$ cat src/rtl/psum_quant_pkg.sv
// rtl/psum_quant_pkg.sv - shared widths, state encoding and requant arithmetic for the psum drain
package psum_quant_pkg;

    localparam int PSUM_BW  = 32;
    localparam int NUM_COLS = 32;
    localparam int OUT_BW   = 8;
    localparam int MULT_BW  = 16;
    localparam int SHIFT_W  = 5;
    localparam int ROWS_W   = 11;
    localparam int PROD_W   = 48;

    localparam int SAT_MIN = -128;
    localparam int SAT_MAX = 127;

    typedef enum logic [1:0] {
        ST_IDLE = 2'd0,
        ST_RUN  = 2'd1,
        ST_DONE = 2'd2
    } state_t;

    // Second half of the requant: round, shift, zero point, ReLU, saturate.
    // One guard bit above PROD_W keeps the rounding add and zp add from wrapping.
    function automatic logic [OUT_BW-1:0] requant_prod(
        input logic signed [PROD_W-1:0] prod,
        input logic        [SHIFT_W-1:0] shift,
        input logic signed [OUT_BW-1:0]  zp,
        input logic                      relu
    );
        logic signed [PROD_W:0] rnd;
        logic signed [PROD_W:0] q;
        logic signed [PROD_W:0] v;
        logic signed [PROD_W:0] zp_x;
        rnd = '0;
        if (shift != '0) begin
            rnd = (PROD_W+1)'(1) << (shift - SHIFT_W'(1));
        end
        zp_x = (PROD_W+1)'(zp);
        q = ($signed({prod[PROD_W-1], prod}) + rnd) >>> shift;
        v = q + zp_x;
        if (relu && (v < zp_x)) begin
            v = zp_x;
        end
        if (v > (PROD_W+1)'(SAT_MAX)) begin
            v = (PROD_W+1)'(SAT_MAX);
        end else if (v < (PROD_W+1)'(SAT_MIN)) begin
            v = (PROD_W+1)'(SAT_MIN);
        end
        return v[OUT_BW-1:0];
    endfunction

endpackage

$ cat src/rtl/psum_requant_lane.sv
// rtl/psum_requant_lane.sv - two-stage requant pipeline: multiply, then round/zp/ReLU/clamp
module psum_requant_lane
    import psum_quant_pkg::*;
(
    input  logic                      clk,
    input  logic                      rst,
    input  logic                      en,
    input  logic                      in_valid,
    input  logic                      in_last,
    input  logic [PSUM_BW-1:0]        psum,
    input  logic [MULT_BW-1:0]        mult,
    input  logic [SHIFT_W-1:0]        shift,
    input  logic signed [OUT_BW-1:0]  zp,
    input  logic                      relu,
    output logic [OUT_BW-1:0]         out_byte,
    output logic                      out_valid,
    output logic                      out_last
);

    logic signed [PROD_W-1:0] prod_q, prod_d;
    logic                     s1_valid_q, s1_valid_d;
    logic                     s1_last_q, s1_last_d;
    logic [OUT_BW-1:0]        byte_q, byte_d;
    logic                     s2_valid_q, s2_valid_d;
    logic                     s2_last_q, s2_last_d;
    logic signed [PROD_W-1:0] psum_x;
    logic signed [PROD_W-1:0] mult_x;

    always_comb begin
        psum_x     = PROD_W'($signed(psum));
        mult_x     = PROD_W'(mult);
        prod_d     = prod_q;
        s1_valid_d = s1_valid_q;
        s1_last_d  = s1_last_q;
        byte_d     = byte_q;
        s2_valid_d = s2_valid_q;
        s2_last_d  = s2_last_q;
        if (en) begin
            prod_d     = psum_x * mult_x;
            s1_valid_d = in_valid;
            s1_last_d  = in_last;
            byte_d     = requant_prod(prod_q, shift, zp, relu);
            s2_valid_d = s1_valid_q;
            s2_last_d  = s1_last_q;
        end
    end

    always_ff @(posedge clk or posedge rst) begin
        if (rst) begin
            prod_q     <= '0;
            s1_valid_q <= 1'b0;
            s1_last_q  <= 1'b0;
            byte_q     <= '0;
            s2_valid_q <= 1'b0;
            s2_last_q  <= 1'b0;
        end else begin
            prod_q     <= prod_d;
            s1_valid_q <= s1_valid_d;
            s1_last_q  <= s1_last_d;
            byte_q     <= byte_d;
            s2_valid_q <= s2_valid_d;
            s2_last_q  <= s2_last_d;
        end
    end

    assign out_byte  = byte_q;
    assign out_valid = s2_valid_q;
    assign out_last  = s2_last_q;

endmodule

$ cat src/rtl/psum_quant_tx.sv
// rtl/psum_quant_tx.sv - psum row buffer, lane serializer and byte stream master for the dense core
module psum_quant_tx #(
    parameter int PSUM_BW  = 32,
    parameter int NUM_COLS = 32,
    parameter int OUT_BW   = 8,
    parameter int MULT_BW  = 16,
    parameter int SHIFT_W  = 5,
    parameter int ROWS_W   = 11
) (
    input  logic                         clk,
    input  logic                         reset,
    input  logic                         start,
    input  logic [ROWS_W-1:0]            num_rows,
    input  logic [MULT_BW-1:0]           quant_mult,
    input  logic [SHIFT_W-1:0]           quant_shift,
    input  logic signed [OUT_BW-1:0]     zero_point,
    input  logic                         relu_en,
    input  logic                         psum_valid,
    output logic                         psum_ready,
    input  logic [PSUM_BW*NUM_COLS-1:0]  psum_rows,
    output logic [OUT_BW-1:0]            m_axis_tdata,
    output logic                         m_axis_tvalid,
    input  logic                         m_axis_tready,
    output logic                         m_axis_tlast,
    output logic                         busy,
    output logic                         done
);
    import psum_quant_pkg::*;

    localparam int ROW_W  = PSUM_BW * NUM_COLS;
    localparam int LANE_W = $clog2(NUM_COLS);

    state_t                   state_q, state_d;
    logic [ROWS_W-1:0]        num_rows_q, num_rows_d;
    logic [ROWS_W-1:0]        rows_acc_q, rows_acc_d;
    logic [ROWS_W-1:0]        rows_iss_q, rows_iss_d;
    logic [MULT_BW-1:0]       mult_q, mult_d;
    logic [SHIFT_W-1:0]       shift_q, shift_d;
    logic signed [OUT_BW-1:0] zp_q, zp_d;
    logic                     relu_q, relu_d;
    logic                     wr_ptr_q, wr_ptr_d;
    logic                     rd_ptr_q, rd_ptr_d;
    logic [1:0]               cnt_q, cnt_d;
    logic [LANE_W-1:0]        lane_q, lane_d;
    logic [ROW_W-1:0]         row_buf [2];

    logic                     adv, push, issue, pop, issue_last, hs_last;
    logic [PSUM_BW-1:0]       lane_data;

    assign adv        = !m_axis_tvalid || m_axis_tready;
    assign psum_ready = (state_q == ST_RUN) && (cnt_q < 2'd2) && (rows_acc_q < num_rows_q);
    assign push       = psum_valid && psum_ready;
    assign issue      = (state_q == ST_RUN) && adv && (cnt_q != 2'd0);
    assign pop        = issue && (lane_q == LANE_W'(NUM_COLS - 1));
    assign issue_last = pop && (rows_iss_q == num_rows_q - ROWS_W'(1));
    assign hs_last    = m_axis_tvalid && m_axis_tready && m_axis_tlast;
    assign lane_data  = row_buf[rd_ptr_q][lane_q*PSUM_BW +: PSUM_BW];
    assign busy       = (state_q != ST_IDLE);
    assign done       = (state_q == ST_DONE);

    always_comb begin
        state_d    = state_q;
        num_rows_d = num_rows_q;
        rows_acc_d = rows_acc_q;
        rows_iss_d = rows_iss_q;
        mult_d     = mult_q;
        shift_d    = shift_q;
        zp_d       = zp_q;
        relu_d     = relu_q;
        wr_ptr_d   = wr_ptr_q;
        rd_ptr_d   = rd_ptr_q;
        cnt_d      = cnt_q;
        lane_d     = lane_q;
        case (state_q)
            ST_IDLE: begin
                if (start) begin
                    num_rows_d = num_rows;
                    mult_d     = quant_mult;
                    shift_d    = quant_shift;
                    zp_d       = zero_point;
                    relu_d     = relu_en;
                    rows_acc_d = '0;
                    rows_iss_d = '0;
                    wr_ptr_d   = 1'b0;
                    rd_ptr_d   = 1'b0;
                    cnt_d      = 2'd0;
                    lane_d     = '0;
                    state_d    = (num_rows == '0) ? ST_DONE : ST_RUN;
                end
            end
            ST_RUN: begin
                if (push) begin
                    wr_ptr_d   = !wr_ptr_q;
                    rows_acc_d = rows_acc_q + ROWS_W'(1);
                end
                if (issue) begin
                    lane_d = pop ? '0 : lane_q + LANE_W'(1);
                end
                if (pop) begin
                    rd_ptr_d   = !rd_ptr_q;
                    rows_iss_d = rows_iss_q + ROWS_W'(1);
                end
                if (push && !pop) begin
                    cnt_d = cnt_q + 2'd1;
                end else if (pop && !push) begin
                    cnt_d = cnt_q - 2'd1;
                end
                if (hs_last) begin
                    state_d = ST_DONE;
                end
            end
            ST_DONE: state_d = ST_IDLE;
            default: state_d = ST_IDLE;
        endcase
    end

    always_ff @(posedge clk or posedge reset) begin
        if (reset) begin
            state_q    <= ST_IDLE;
            num_rows_q <= '0;
            rows_acc_q <= '0;
            rows_iss_q <= '0;
            mult_q     <= '0;
            shift_q    <= '0;
            zp_q       <= '0;
            relu_q     <= 1'b0;
            wr_ptr_q   <= 1'b0;
            rd_ptr_q   <= 1'b0;
            cnt_q      <= 2'd0;
            lane_q     <= '0;
        end else begin
            state_q    <= state_d;
            num_rows_q <= num_rows_d;
            rows_acc_q <= rows_acc_d;
            rows_iss_q <= rows_iss_d;
            mult_q     <= mult_d;
            shift_q    <= shift_d;
            zp_q       <= zp_d;
            relu_q     <= relu_d;
            wr_ptr_q   <= wr_ptr_d;
            rd_ptr_q   <= rd_ptr_d;
            cnt_q      <= cnt_d;
            lane_q     <= lane_d;
        end
    end

    // Row payload needs no reset: cnt_q alone decides what is valid.
    always_ff @(posedge clk) begin
        if (push) begin
            row_buf[wr_ptr_q] <= psum_rows;
        end
    end

    psum_requant_lane u_lane (
        .clk       (clk),
        .rst       (reset),
        .en        (adv),
        .in_valid  (issue),
        .in_last   (issue_last),
        .psum      (lane_data),
        .mult      (mult_q),
        .shift     (shift_q),
        .zp        (zp_q),
        .relu      (relu_q),
        .out_byte  (m_axis_tdata),
        .out_valid (m_axis_tvalid),
        .out_last  (m_axis_tlast)
    );

endmodule

$ cat config.mk
export PLATFORM = sky130hd
export DESIGN_NAME = psum_quant_tx
export DESIGN_NICKNAME = d
export VERILOG_FILES = /design/src/rtl/psum_quant_pkg.sv /design/src/rtl/psum_requant_lane.sv /design/src/rtl/psum_quant_tx.sv
export SDC_FILE = /design/constraint.sdc
export NUM_CORES = 2
export LEC_CHECK = 0
export ABC_CLOCK_PERIOD_IN_PS = 55800
export CORE_ASPECT_RATIO = 0.7
export CORE_MARGIN = 3
export CORE_UTILIZATION = 45
export CTS_CLUSTER_DIAMETER = 80
export CTS_CLUSTER_SIZE = 14
export DETAILED_ROUTE_END_ITERATION = 16
export PLACE_DENSITY = 0.65
export RECOVER_POWER = 25
export REMOVE_ABC_BUFFERS = 1
export SETUP_SLACK_MARGIN = 0.05
export SYNTH_ARGS = -nofsm -noshare
export SYNTH_HDL_FRONTEND = slang
export SYNTH_SLANG_ARGS = --single-unit
$ cat constraint.sdc
create_clock -name clk -period 55.8 [get_ports clk]
set_input_delay 5.58 -clock clk [delete_from_list [all_inputs] [get_ports clk]]
set_output_delay 5.58 -clock clk [all_outputs]
set_load 0.02 [all_outputs]
### After elaboration in Yosys (flattened, before gate mapping)

Memories as Yosys holds them, arrays and structs flattened.
Cells that the tools add are included.
W data, S select, Z words.

* reductions and logical operators: 30
* shift operators: 3
* equal/unequal tests: 10
* $lt $le $gt $ge: 5
* add/sub/neg operators: 9
* mux-type cells: 30
* multiply operators: 1

Operators with widths (count)
* $shiftx A1024 B11 Y32: 1
* $mux W49: 4
* $add A48 B49 Y49: 1
* $add A49 B8 Y49: 1
* $gt A49 B8 Y1 const B: 1
* $lt A49 B8 Y1: 1
* $lt A49 B8 Y1 const B: 1
* $shl A1 B5 Y49 const A: 1
* $sshr A49 B5 Y49: 1
* $mul A32 B17 Y48: 1
* $pmux W11 S2: 2
* $mux W11: 3
* $add A11 B1 Y11 const B: 2
* $mux W8: 2
* $mux W5: 3
* $logic_and A1 B1 Y1: 12
* $mux W2: 6
* $reduce_and A3 Y1: 4
* $eq A11 B11 Y1: 1
* $logic_not A11 Y1: 1
* $lt A11 B11 Y1: 1
* $sub A11 B1 Y11 const B: 1
* $ne A2 B2 Y1 const B: 5
* $pmux W5 S2: 1
* 18 further kinds: 31

* memories: 1
* logic and storage cells: 107
* bits in writable memories: 2048
* bits in registers: 134
* input bits: 1070

Memory list
* row_buf: words 2, width 1024, read ports 1, clocked after Yosys merged registers in 0, write ports 1, RTL line psum_quant_tx.sv:45 `logic [ROW_W-1:0] row_buf [2];`

### Depth between registers and ports, before layout

* word-level depth: 14
* mapped depth: 46
* mapped depth without buffers: 43

### Cells and area by module

A second synthesis with hierarchy kept.

* cells, all modules: 7240
* area total of the unflattened synthesis: 110435.9 µm²

By module, submodules not included
* psum_quant_tx: cells an instance 3639, instances 1, area each 80847.5 µm²
* psum_requant_lane: cells an instance 3601, instances 1, area each 29588.4 µm²

### Least setup slack after synthesis

OpenSTA, ideal clock, no wires.

* path kind: input to register
* start point: in psum_valid
* end point: reg wr_ptr_q
* path slack: 4.127 ns
* required time: 55.557 ns
* path buffers: 1
* stages: 4
* data arrival time: 51.429 ns
* cell sequence: o2111ai_1 -> clkbuf_1 -> nor2_1 -> o21bai_1

* cells in the longest elaborated chain, start to end: 3

Ends and longest elaborated chain
* from (decl): RTL line psum_quant_tx.sv:18 `input logic psum_valid,`
* $logic_and A1 B1 Y1: RTL line psum_quant_tx.sv:52 `assign push = psum_valid && psum_ready;`
* $ne A2 B2 Y1 (no line)
* $reduce_and A3 Y1 (no line)
* to (signal assigned): RTL line psum_quant_tx.sv:140 `wr_ptr_q <= wr_ptr_d;`
* to (decl): RTL line psum_quant_tx.sv:41 `logic wr_ptr_q, wr_ptr_d;`

No other way between the ends.
A chain may end at the register's enable or synchronous reset.

### Worst setup path in the final report

* start point: reg lane_q[0]
* end point: reg u_lane.prod_q[47]

* cells in the longest elaborated chain, start to end: 2

Ends and longest elaborated chain
* from (decl): RTL line psum_quant_tx.sv:44 `logic [LANE_W-1:0] lane_q, lane_d;`
* from (signal assigned): RTL line psum_quant_tx.sv:143 `lane_q <= lane_d;`
* $shiftx A1024 B11 Y32: RTL line psum_quant_tx.sv:57 `assign lane_data = row_buf[rd_ptr_q][lane_q*PSUM_BW +: PSUM_BW];`
* $mul A32 B17 Y48: RTL line psum_requant_lane.sv:39 `prod_d = psum_x * mult_x;`
* to (signal assigned): RTL line psum_requant_lane.sv:57 `prod_q <= prod_d;`
* to (decl): RTL line psum_requant_lane.sv:20 `logic signed [PROD_W-1:0] prod_q, prod_d;`

No other way between the ends.

==> results.txt <==
CTS tree: yes
Final period util: 23.2%
Num CTS Buffers: 189
Utilization after layout: 53.6%
Slew Limit Fails: 0
IO Port Bufs: 1082
DIE WIDTH: 599 um
Crit-path max FO: 62
Asr flop ratio synth: 6.14%
WP data arrival: 13.63 ns
Initial core utilization: 45.5%
CP required: 56.50 ns
Final global-route overflow total: 0
Number of global-route vias before repair: 67600
Post-synth EDFFs: 2048
Cts hold-fix bufs: 0
Drt drc: 0
Clock root buffer master: clkbuf_16
Setup crit end kind: flip-flop
Final hold viol count: 0
Worst Max-Slew Pin Slew: 1.17 ns
Dpl hpwl: 207 mm
Most Frequent Cell on Critical Path: fa_1
Clock sinks: 2182
Iteration count of the initial detailed-routing pass: 6
Maximum Capacitance Violations: 0
Critical Path Start Type: flip-flop
DRT iter0 DRCs: 6071
Slew headroom: 21.1%
Per-instance average area after synthesis: 16.0 sq um
Final instance area: 130000 sq um
Core area: 243000 sq um
Total Nets Final: 9755
Final clock skew: 0.116 ns
Share of cells above drive strength 1: 13.8%
Synthesized area: 111000 sq um
ANT nets after route: 0
Gpl congestion: 0.921
Top Ports: 1083
Area after DPL: 125000 sq um
Number of synthesized register bits: 2182
Unrepaired setup endpoints after global routing: no
CP max stage cell: dfrtp_4
Wire per inst: 25.5 um
Hold Crit Class: reg -> reg
Global-route wire length before repair: 433 mm
Yosys warning count: 0
TNS Setup: 0 ns
Most frequent cells in the layout: edfxtp_1, mux4_2, inv_1
Die area: 252000 sq um
Most common cell after layout, fill and taps aside: edfxtp_1
Register area share after synthesis: 58.5%
# H-tree levels: 4
Count of cell types in the netlist: 98
Max clock buf depth: 4
Syn Inst Count: 6924
Die Ht: 421 um
Area Overhead vs Synth: 17.8%
Top_reg_cell synth: edfxtp_1
Largest net degree at the start of global routing: 153
Setup Viol. Count Final: 0
Fin crit period: 12.93 ns
Vias per inst: 5.73
Via count: 64700
Clock slew at reported path FFs: 0.07 ns
Routed WL: 288 mm
Initial antenna violation count: 222
Post-CTS Setup Inserts: 0
Critical path type: reg -> reg
# rows: 151
GR Util All Layers: 22.7%
WHS: 0.479 ns
Worst skew pair latency: 0.89 ns
FMAX: 77.4 MHz
Post-CTS resize count: 0
Status: finished, final reports clean
Delay of the slowest critical-path stage: 1.00 ns
final timing paths:
path,from,to,cells after the start,slack [ns]
setup / recovery,lane_q[0],u_lane.prod_q[47],31,42.87
hold / removal,u_lane.s1_valid_q,u_lane.out_valid,1,0.48
setup reg to reg,lane_q[0],u_lane.prod_q[47],31,42.87
hold reg to reg,u_lane.s1_valid_q,u_lane.out_valid,1,0.48
max in group asynchronous,reset,u_lane.prod_q[46],3,49.17
min in group asynchronous,reset,relu_q,2,5.28
cell type report:
type / count / area (sq um)
Inverter: 586 / 2200
Timing Repair Buffer: 1170 / 11600
Tap cell: 3213 / 4020
Clock buffer: 212 / 4860
Multi-Input combinational cell: 3813 / 42400
Antenna cell: 82 / 205
Sequential cell: 2182 / 64900
Fill cell: 19500 / 113000
Clock inverter: 21 / 263
kinds of logic after synthesis:
logic type | count (synthesis) | share of synthesized area (%)
mux | 804 | 15.1
flops | 2182 | 58.5
compound gates | 790 | 4.69
xor+xnor | 151 | 1.20
buf+inv | 929 | 3.17
other cells | 1 | 0.00339
simple gates | 1324 | 5.63
fa+ha+maj | 743 | 11.7
sequential cells by signal, indices dropped and copies added, names as in the netlist, 2 cells and up:
name / flops
rows_iss_q: 11
row_buf: 2048
lane_q: 5
rows_acc_q: 11
zp_q: 8
cnt_q: 2
u_lane.prod_q: 48
mult_q: 16
num_rows_q: 11
state_q: 2
u_lane.out_byte: 8
shift_q: 5
stage by stage:
step / std cells / worst slack [ns]
floorplan: 6581 / 3.96
global placement: 11000 / 42.83
detailed placement: 11000 / 42.76
CTS: 11200 / 42.79
global route: 11200 / 41.95
finish: 11300 / 42.87
per-layer routing:
metal,wire (um),GRT usage [%]
met5,473,0
met4,6790,4.91
met3,20900,5.07
met2,138000,36.7
met1,121000,31.8
synthesized netlist by cell type, types with 9 or more instances:
library cell  number  area (sq um)
or3_1             21           131
and2_1           189          1180
nor2b_1           19           119
o21bai_1          21           158
and3_1            28           175
a31oi_1           30           188
xnor2_1           96           841
and4_1             9          78.8
dfrtp_1          134          3350
o211ai_1          24           180
clkbuf_1         243           912
a21boi_0          13          97.6
nand2b_1          28           175
a211o_1           13           114
nand3_1           61           305
a211oi_1          47           353
mux2_2            51           574
o22ai_1           20           125
nand2_1          581          2180
ha_1             257          3220
edfxtp_1        2048         61500
o21a_1            35           263
buf_1             84           315
mux4_2           686         15400
a21oi_1          206          1030
mux2i_1           66           661
o21ai_0          172           861
nor3_1            59           295
fa_1             486          9730
nand4_1           42           263
xor2_1            54           473
buf_2             15          75.1
o31ai_1           11          82.6
a21o_1            75           563
inv_1            584          2190
nor4_1            16           100
a221oi_1           9          78.8
or2_2             11          68.8
nor2_1           223           837
critical path: cells and delay by family (launching register included):
family | cells | cell delay [ns]
AO/OA/AOI/OAI | 8 | 1.77
adder cells (fa/ha/maj) | 7 | 3.05
multiplexers | 3 | 1.60
XOR/XNOR | 1 | 0.14
flip-flops | 1 | 1.00
AND/OR/NAND/NOR | 4 | 0.88
buffers and inverters | 8 | 4.01
Power is not shown: default switching activity piles up to over one toggle a cycle in this logic, so the estimate is an artifact.
